**src/rtl/ctr_game_pkg.sv**
```systemverilog
// Shared types for the counter-game driver: FSM states, control codes, defaults.
package ctr_game_pkg;

    localparam int FIFO_DEPTH_DEF = 8;

    typedef enum logic [2:0] {IDLE, LOAD, PLAY, STALL, DONE} state_t;

    typedef enum logic [1:0] {CTRL_00 = 2'b00, CTRL_01 = 2'b01,
                              CTRL_10 = 2'b10, CTRL_11 = 2'b11} ctrl_t;

    function automatic logic [7:0] sat_inc8(input logic [7:0] v);
        return (v == 8'hff) ? v : v + 8'd1;
    endfunction

endpackage

```
**src/rtl/game_move_fifo.sv**
```systemverilog
// Move queue feeding the driver; flush wins over push/pop, full+pop+push is legal.
module game_move_fifo
    import ctr_game_pkg::*;
#(
    parameter int DEPTH = FIFO_DEPTH_DEF,
    parameter int W     = 2
) (
    input  logic         clock,
    input  logic         rst_n,
    input  logic         push,
    input  logic [W-1:0] wdata,
    input  logic         pop,
    output logic [W-1:0] rdata,
    input  logic         flush,
    output logic         full,
    output logic         empty
);
    localparam int AW = $clog2(DEPTH);

    logic [W-1:0]  mem [DEPTH];
    logic [AW-1:0] wptr, rptr;
    logic [AW:0]   count;
    logic          do_push, do_pop;

    assign full    = (count == (AW+1)'(DEPTH));
    assign empty   = (count == '0);
    assign do_pop  = pop && !empty && !flush;
    assign do_push = push && (!full || do_pop) && !flush;
    assign rdata   = mem[rptr];

    always_ff @(posedge clock or negedge rst_n) begin
        if (!rst_n) begin
            wptr  <= '0;
            rptr  <= '0;
            count <= '0;
        end else if (flush) begin
            wptr  <= '0;
            rptr  <= '0;
            count <= '0;
        end else begin
            if (do_push) wptr <= wptr + AW'(1);
            if (do_pop)  rptr <= rptr + AW'(1);
            if (do_push && !do_pop)      count <= count + (AW+1)'(1);
            else if (do_pop && !do_push) count <= count - (AW+1)'(1);
        end
    end

    // Storage needs no reset: occupancy alone decides what is valid.
    always_ff @(posedge clock) begin
        if (do_push) mem[wptr] <= wdata;
    end

endmodule

```
**src/rtl/game_driver.sv**
```systemverilog
// Plays queued control codes into the counter game: preload, timed moves, stall, capture result.
module game_driver
    import ctr_game_pkg::*;
#(
    parameter int FIFO_DEPTH  = FIFO_DEPTH_DEF,
    parameter int INIT_CYCLES = 2
) (
    input  logic       clock,
    input  logic       rst_n,
    input  logic       start,
    input  logic [3:0] seed_value,
    input  logic [7:0] dwell,
    input  logic       move_wr,
    input  logic [1:0] move_data,
    input  logic       gameover,
    input  logic [1:0] who,
    output logic [1:0] control,
    output logic [3:0] initial_value,
    output logic       INIT,
    output logic       move_full,
    output logic       overflow,
    output logic       busy,
    output logic       done,
    output logic [1:0] result,
    output logic [7:0] moves_played
);
    localparam int LCW = (INIT_CYCLES > 1) ? $clog2(INIT_CYCLES) : 1;

    state_t         state, nstate;
    logic [LCW-1:0] load_cnt;
    logic [7:0]     hold_cnt;
    logic [1:0]     head;
    logic           fifo_full, fifo_empty;
    logic           pop, flush, start_ok, hold_done, drop;

    assign start_ok  = start && (state == IDLE || state == DONE);
    assign hold_done = (hold_cnt < 8'd2);
    assign move_full = fifo_full;
    assign drop      = move_wr && fifo_full && !pop && !flush;

    game_move_fifo #(.DEPTH(FIFO_DEPTH), .W(2)) u_fifo (
        .clock (clock),
        .rst_n (rst_n),
        .push  (move_wr),
        .wdata (move_data),
        .pop   (pop),
        .rdata (head),
        .flush (flush),
        .full  (fifo_full),
        .empty (fifo_empty)
    );

    always_ff @(posedge clock or negedge rst_n) begin
        if (!rst_n) state <= IDLE;
        else        state <= nstate;
    end

    always_comb begin
        nstate = state;
        case (state)
            IDLE, DONE: if (start) nstate = LOAD;
            LOAD:       if (load_cnt == LCW'(INIT_CYCLES - 1)) nstate = PLAY;
            PLAY: begin
                if (gameover)                     nstate = DONE;
                else if (hold_done && fifo_empty) nstate = STALL;
            end
            STALL: begin
                if (gameover)         nstate = DONE;
                else if (!fifo_empty) nstate = PLAY;
            end
            default: nstate = IDLE;
        endcase
    end

    always_comb begin
        INIT  = (state == LOAD);
        busy  = (state == LOAD) || (state == PLAY) || (state == STALL);
        done  = (state == DONE);
        flush = ((state == PLAY) || (state == STALL)) && gameover;
        // gameover outranks a pop due in the same cycle
        pop   = (state == PLAY) && !gameover && hold_done && !fifo_empty;
    end

    always_ff @(posedge clock or negedge rst_n) begin
        if (!rst_n) begin
            control       <= CTRL_00;
            initial_value <= '0;
            result        <= '0;
            moves_played  <= '0;
            overflow      <= 1'b0;
            load_cnt      <= '0;
            hold_cnt      <= '0;
        end else begin
            if (start_ok) begin
                initial_value <= seed_value;
                result        <= '0;
                moves_played  <= '0;
                overflow      <= 1'b0;
                load_cnt      <= '0;
            end else begin
                if (state == LOAD) load_cnt <= load_cnt + LCW'(1);
                if (drop)          overflow <= 1'b1;
            end
            if (flush) result <= who;
            if (pop) begin
                control      <= head;
                moves_played <= sat_inc8(moves_played);
                hold_cnt     <= (dwell == 8'd0) ? 8'd1 : dwell;
            end else if (state != PLAY) begin
                hold_cnt <= '0;
            end else if (hold_cnt != 8'd0) begin
                hold_cnt <= hold_cnt - 8'd1;
            end
        end
    end

endmodule

```
**config.mk**
```make
export PLATFORM = sky130hd
export DESIGN_NAME = game_driver
export DESIGN_NICKNAME = d
export VERILOG_FILES = /design/src/rtl/ctr_game_pkg.sv /design/src/rtl/game_move_fifo.sv /design/src/rtl/game_driver.sv
export SDC_FILE = /design/constraint.sdc
export NUM_CORES = 1
export LEC_CHECK = 0
export ABC_AREA = 1
export CAP_MARGIN = 20
export CORE_ASPECT_RATIO = 0.8
export CORE_MARGIN = 2
export CORE_UTILIZATION = 35
export CTS_CLUSTER_SIZE = 10
export DETAILED_ROUTE_END_ITERATION = 7
export PLACE_DENSITY = 0.57
export RECOVER_POWER = 25
export SLEW_MARGIN = 20
export SYNTH_ARGS = -nofsm -noshare
export SYNTH_HDL_FRONTEND = slang
export SYNTH_SLANG_ARGS = --single-unit
export TNS_END_PERCENT = 1
```
**constraint.sdc**
```tcl
create_clock -name clock -period 2.9 [get_ports clock]
set_input_delay 0.58 -clock clock [delete_from_list [all_inputs] [get_ports clock]]
set_output_delay 0.58 -clock clock [all_outputs]
set_load 0.02 [all_outputs]
```
Word level (Yosys, flattened, before mapping). Memory sizes are Yosys's and may differ from the RTL's. A register that Yosys moved wholly into a read port is not among the register bits. Cells that the tools add are included.

Memory bits (writable): 16. Output and inout bits: 21. Input port bits: 21. Memories kept: 1. Bits in read-only memories: 0. Bits in latches: 0. Register bits: 37. Logic and storage cells: 103.

$mul: 0. Order comparisons: 1. Equality and inequality tests: 12. Shift operators: 0. Bitwise logic cells: 0. Add/sub/neg operators: 7. Reductions and logical operators: 43. Muxes and demuxes: 29. Div/mod/pow operators: 0.

Memories: u_fifo.mem (words 8, width 2, rd ports 1, clocked after memory_dff 1, wr ports 1, line game_move_fifo.sv:20) `logic [W-1:0] mem [DEPTH];`.

Operators with widths (number): 8-bit 2-to-1 mux (7); 3-bit 2-to-1 mux (10); 1-bit logical AND (15); 4-bit 2-to-1 mux (3); 3-bit case mux with 4 select lines (1); 2-bit nonzero test (6); 8-bit by 1-bit adder with 8-bit output, second input constant (1); 8-bit == test, second input constant (1); 1-bit logical NOT (8); 8-bit logical NOT (1); 8-bit by 2-bit less-than comparator with 1-bit output, second input constant (1); 8-bit nonzero test (1); 8-bit by 1-bit subtractor with 8-bit output, second input constant (1); 3-bit by 1-bit adder with 3-bit output, second input constant (2); 3-bit by 2-bit == test with 1-bit output, second input constant (2); 1-bit 2-to-1 mux (6); 3-bit != test, second input constant (2); 3-bit nonzero test (2); 1-bit logical OR (5); 4-bit by 1-bit adder with 4-bit output, second input constant (1); 4-bit == test, second input constant (1); 4-bit logical NOT (1); 2-bit 2-to-1 mux (2); 2-bit != test, second input constant (2); other kinds (10) (10).

Depth between registers and ports, before layout.
Word-level depth: 14. Mapped depth: 15. Mapped depth without buffers: 14.

Cells and area by module. From an unflattened synthesis, not the netlist that was laid out.

Cells, all modules: 393. Area, all modules: 3213.1 µm².

Modules (own cells, without submodules): game_driver (cells an instance 249, sequential area each 725.7 µm², instances 1, area an instance 1840.5 µm²); game_move_fifo (cells an instance 144, sequential area each 730.7 µm², instances 1, area an instance 1372.6 µm²).

Worst setup path before layout. No wires, ideal clock.

Path type: register to register. Start: register hold_cnt[3]. End: register u_fifo.count[3]. Cell stages (with the launch flop): 15. Arrival: 1.991 ns. Slack: 0.793 ns. Clock period less this slack: 2.107 ns. Cells stage by stage: dfrtp_1 nor2_2 nand2_1 nor2_1 nand3_2 buf_6 nand4_2 ha_1 a21oi_1 a21o_1 nand2_1 nand3_1 nand2_1 nand2_1 nand2_1.

Longest elaborated chain between the ends: 11.

RTL lines: start, declared (line game_driver.sv:31) `logic [7:0] hold_cnt;`; start signal, assigned (line game_driver.sv:108) `hold_cnt <= (dwell == 8'd0) ? 8'd1 : dwell;`; start signal, assigned (line game_driver.sv:112) `hold_cnt <= hold_cnt - 8'd1;`; 8-bit by 2-bit less-than comparator with 1-bit output * (line game_driver.sv:37) `assign hold_done = (hold_cnt < 8'd2);`; 1-bit logical AND * (2 in series) (line game_driver.sv:81) `pop = (state == PLAY) && !gameover && hold_done && !fifo_empty;`; 1-bit logical AND * (2 in series) (line game_move_fifo.sv:27) `assign do_pop = pop && !empty && !flush;`; 1-bit logical OR (line game_move_fifo.sv:28) `assign do_push = push && (!full || do_pop) && !flush;`; 1-bit logical AND (2 in series) (line game_move_fifo.sv:28); 1-bit logical AND or 1-bit logical NOT (tied branches) (line game_move_fifo.sv:43, game_move_fifo.sv:44); 4-bit 2-to-1 mux or 1-bit logical AND (tied branches) (line game_move_fifo.sv:43, game_move_fifo.sv:44); 4-bit 2-to-1 mux or 3-bit nonzero test (tied branches); end signal, assigned (line game_move_fifo.sv:43) `if (do_push && !do_pop) count <= count + (AW+1)'(1);`; end signal, assigned (line game_move_fifo.sv:44) `else if (do_pop && !do_push) count <= count - (AW+1)'(1);`; end, declared (line game_move_fifo.sv:22) `logic [AW:0] count;`.

Every way passes the cells marked *; elsewhere a longest branch is shown, timed or not. A chain may end at the register's enable or synchronous reset.

Worst setup path in the final report.
Start: register state[0]. End: output INIT.

Longest elaborated chain between the ends: 1.

RTL lines: start, declared (line game_driver.sv:29) `state_t state, nstate;`; start signal, assigned (line game_driver.sv:55) `else state <= nstate;`; 3-bit by 1-bit == test with 1-bit output (line game_driver.sv:76) `INIT = (state == LOAD);`; end, declared (line game_driver.sv:19) `output logic INIT,`.

No other way between the ends.

==> summary.txt <==
Run status
  • Outcome: finished with violations
  • Failing checks: capacitance limit, slew limit

Worst hold path
  • Hold_sp: initial_value[0]
  • Hold Crit Depth: 2
  • Hold Crit Endpoint: initial_value[0]
  • Worst min path class: reg2reg

Routing
  • Routed len/inst: between 10 and 15 um
  • Antenna-violating nets left: 0
  • Via total after detailed routing: 2376
  • Iter 0 DRT Violations: about 110
  • Routed WL: between 6000 and 7000 um
  • DR vias/cell: roughly 4.8
  • DR pass1 iterations: 4
  • Residual DRC: 0

Global route
  • GRT overflow: 0
  • Global-route wire length before repair: roughly 11000 um
  • Most Used Layer, Global Route: met2
  • Initial antenna violation count: 0
  • Met1 usage: a little over a fifth
  • Total track usage: roughly 15%
  • Met3 Usage GRT: around 3.2%
  • Largest net degree at the start of global routing: 40
  • Vias in the first global route: about 2300
  • GR Util met2: roughly 22%

Job
  • Max-Cap Viols: 1

Worst setup path
  • Largest stage delay, worst path: around 0.63 ns
  • Slowest cell on crit path: clkdlybuf4s50_1
  • Crit Reg-Reg Startpoint: hold_cnt[3]
  • Crit path launch: state[0]
  • Crit path max-delay family: buffers and inverters
  • CP arrival: roughly 1.8 ns
  • Reg2reg path depth: 14
  • Critical path class: reg2out
  • Critical path buffer and inverter count: 3
  • Worst Path Max Fanout: 4
  • CP cell instances: inv_1 -> nor2_1 -> inv_1 -> nor2_1 -> clkdlybuf4s50_1
  • Crit end category: primary output
  • Worst R2R Setup Slack: between 0.7 and 0.8 ns
  • Startpoint Class: flip-flop
  • Worst r2r dst: u_fifo.count[3]
  • Critical path required time: approximately 2.3 ns

STA
  • # setup viols final: 0
  • Max Clk Rate: roughly 0.41 GHz
  • Slew Viols, Final: 40
  • Fin crit share: 83.6%
  • Max-slew headroom: -40.5%
  • Worst-margin pin slew: between 2 and 2.5 ns
  • Setup TNS: 0 ns
  • Clock skew: between 0.005 and 0.006 ns
  • Final hold violation count: 0
  • RSZ-0062 raised after global routing: false
  • Final min period: about 2.4 ns

Synthesis
  • Synth area leader: dfrtp_1
  • Synthesized netlist net count: 375
  • Number of synthesized register bits: 55
  • Register area share after synthesis: about half
  • Syn avg cell area: around 8.4 um^2
  • Top area cells in the synthesized netlist: dfrtp_1 33%, edfxtp_1 16%, nand2_1 9.4%
  • Netlist cell types: 33
  • Area share of the leading cell type in the synthesized netlist: between 30% and 40%
  • Cell area after synthesis: a little under 0.003 mm^2
  • Warnings, synthesis: 0
  • Syn Inst Count: between 300 and 400

Die
  • Row Count: 29
  • # IOs: 42
  • DIE AREA: roughly 0.0091 mm^2
  • Die Span X: between 100 and 150 um
  • Initial Utilization: between 30% and 40%
  • Height of the die: 85.7 um
  • Core Region: between 0.008 and 0.009 mm^2

Clocking
  • Longest Clk Path Bufs: 2
  • Clk_lat worst skew: 0.30 ns
  • Clk sinks: 55
  • CTS H-tree lvls: 2
  • CTS tree: yes
  • Clock transition at path regs: around 0.090 ns
  • Clock root cell: clkbuf_8
  • Post_cts resized: 0
  • TritonCTS buffer count: 5
  • Setup Fix Bufs, Post-CTS: 0
  • Hold-fix buffers at CTS: 0

Final layout
  • Area Overhead vs Synth: 21.5%
  • Footprint of the multi-input gates: about 0.0013 mm^2
  • Share of cells above drive strength 1: under 10%
  • Fill count: slightly below 800
  • Most common cell after layout, fill and taps aside: nand2_1
  • Final nets: 420
  • Layout Utilization: between 40 and 50%
  • Reg area: 0.00146 mm^2
  • ANT cells: 0
  • Commonest cells after routing, fill and taps aside: 73 x nand2_1, 46 x nor2_1, 41 x inv_1

Pwr
  • P_leak: 1.63 nW
  • PwrDens: ~910 mW/mm^2
  • Maximum vdd drop: 0.493 mV

Placed design
  • Post-DP HPWL: slightly below 5000 um
  • Port bufs: 41
  • RD Place Congestion: about 0.82
cells in the mapped netlist, drive strengths merged:
cell type / count
a21boi: 1
a21o: 1
a21oi: 8
a22o: 1
a22oi: 1
buf: 3
clkbuf: 2
clkinv: 1
dfrtp: 39
edfxtp: 16
fa: 1
ha: 7
inv: 46
nand2: 80
nand3: 29
nand4: 3
nor2: 55
nor3: 3
o211ai: 6
o21ai: 29
o22ai: 4
or2: 1
xnor2: 2
xor2: 7
cell type report:
class / count / share of cell area (%)
clock buffers: 5 / 1.94
clock inverters: 3 / 1.09
repair buffers: 43 / 11.8
multi-input cells: 239 / 35.3
flip-flops and latches: 55 / 41.0
inverters: 47 / 4.97
well taps: 108 / 3.81
layer usage:
metal | wire length, um | vias up | part of all wire, %
met4 | 59 | 0 | 0.94
met1 | 3340 | 1113 | 53
met3 | 268 | 5 | 4.3
met2 | 2630 | 47 | 42
met5 | 0 | - | 0
li1 | - | 1211 | -
through the flow:
step | cells | worst slack, ns | hold WS, ns | area [um^2] | power (mW)
finish | 500 | 0.477 | 0.484 | 3550 | 3.23
global route | 500 | 0.345 | 0.521 | 3550 | 3.53
CTS | 500 | 0.449 | 0.422 | 3550 | 3.26
detailed placement | 492 | 0.350 | 0.465 | 3440 | 2.76
global placement | 492 | 0.435 | 0.457 | 3440 | 2.74
floorplan | 346 | 0.793 | 0.284 | 2920 | 2.27
power by group:
group | internal [mW] | switching [mW]
logic | 0.596 | 0.938
registers | 1.01 | 0.188
clock network | 0.253 | 0.244
total | 1.86 | 1.37
sequential cells by signal (all words and copies together) (netlist names):
| signal | cells |
|---|---|
| u_fifo.wptr | 3 |
| u_fifo.rptr | 3 |
| overflow | 1 |
| load_cnt | 1 |
| u_fifo.mem | 16 |
| moves_played | 8 |
| hold_cnt | 8 |
| control | 2 |
| initial_value | 4 |
| result | 2 |
| state | 3 |
| u_fifo.count | 4 |
cell families (layout without fill, tap and decap cells):
group | after synthesis | after routing | share of synthesized area (%)
xor gates and xnor gates | 9 | 9 | 2.70
adders and majority gates | 8 | 8 | 3.68
AOI/OAI and AO/OA | 51 | 51 | 9.81
buffers and inverters | 52 | 98 | 7.24
DFF | 55 | 55 | 49.9
and+or+nand+nor | 171 | 171 | 26.7
how the worst max path moves through the flow:
stage                           end  slack [ns]  cells after the start
finish                         INIT        0.48                      5
CTS                            INIT        0.45                      5
global placement    u_fifo.count[3]        0.44                     13
detailed placement  u_fifo.count[3]        0.35                     12
floorplan           u_fifo.count[3]        0.79                     14
global route                   INIT        0.34                      5
worst reg2reg max path, stage by stage, from the launching register on:
cell,delay [ns]
dfrtp_1,0.42
nor2_2,0.18
nand2_1,0.09
nor2_1,0.24
nand3_2,0.12
nand4_2,0.12
ha_1,0.28
a21oi_1,0.21
nand3_1,0.10
nand2_1,0.09
inv_1,0.04
nand2_1,0.06
nand2_1,0.05
nand2_1,0.05
nand2_1,0.04
Note: power is estimated with default switching activity, not from simulation.
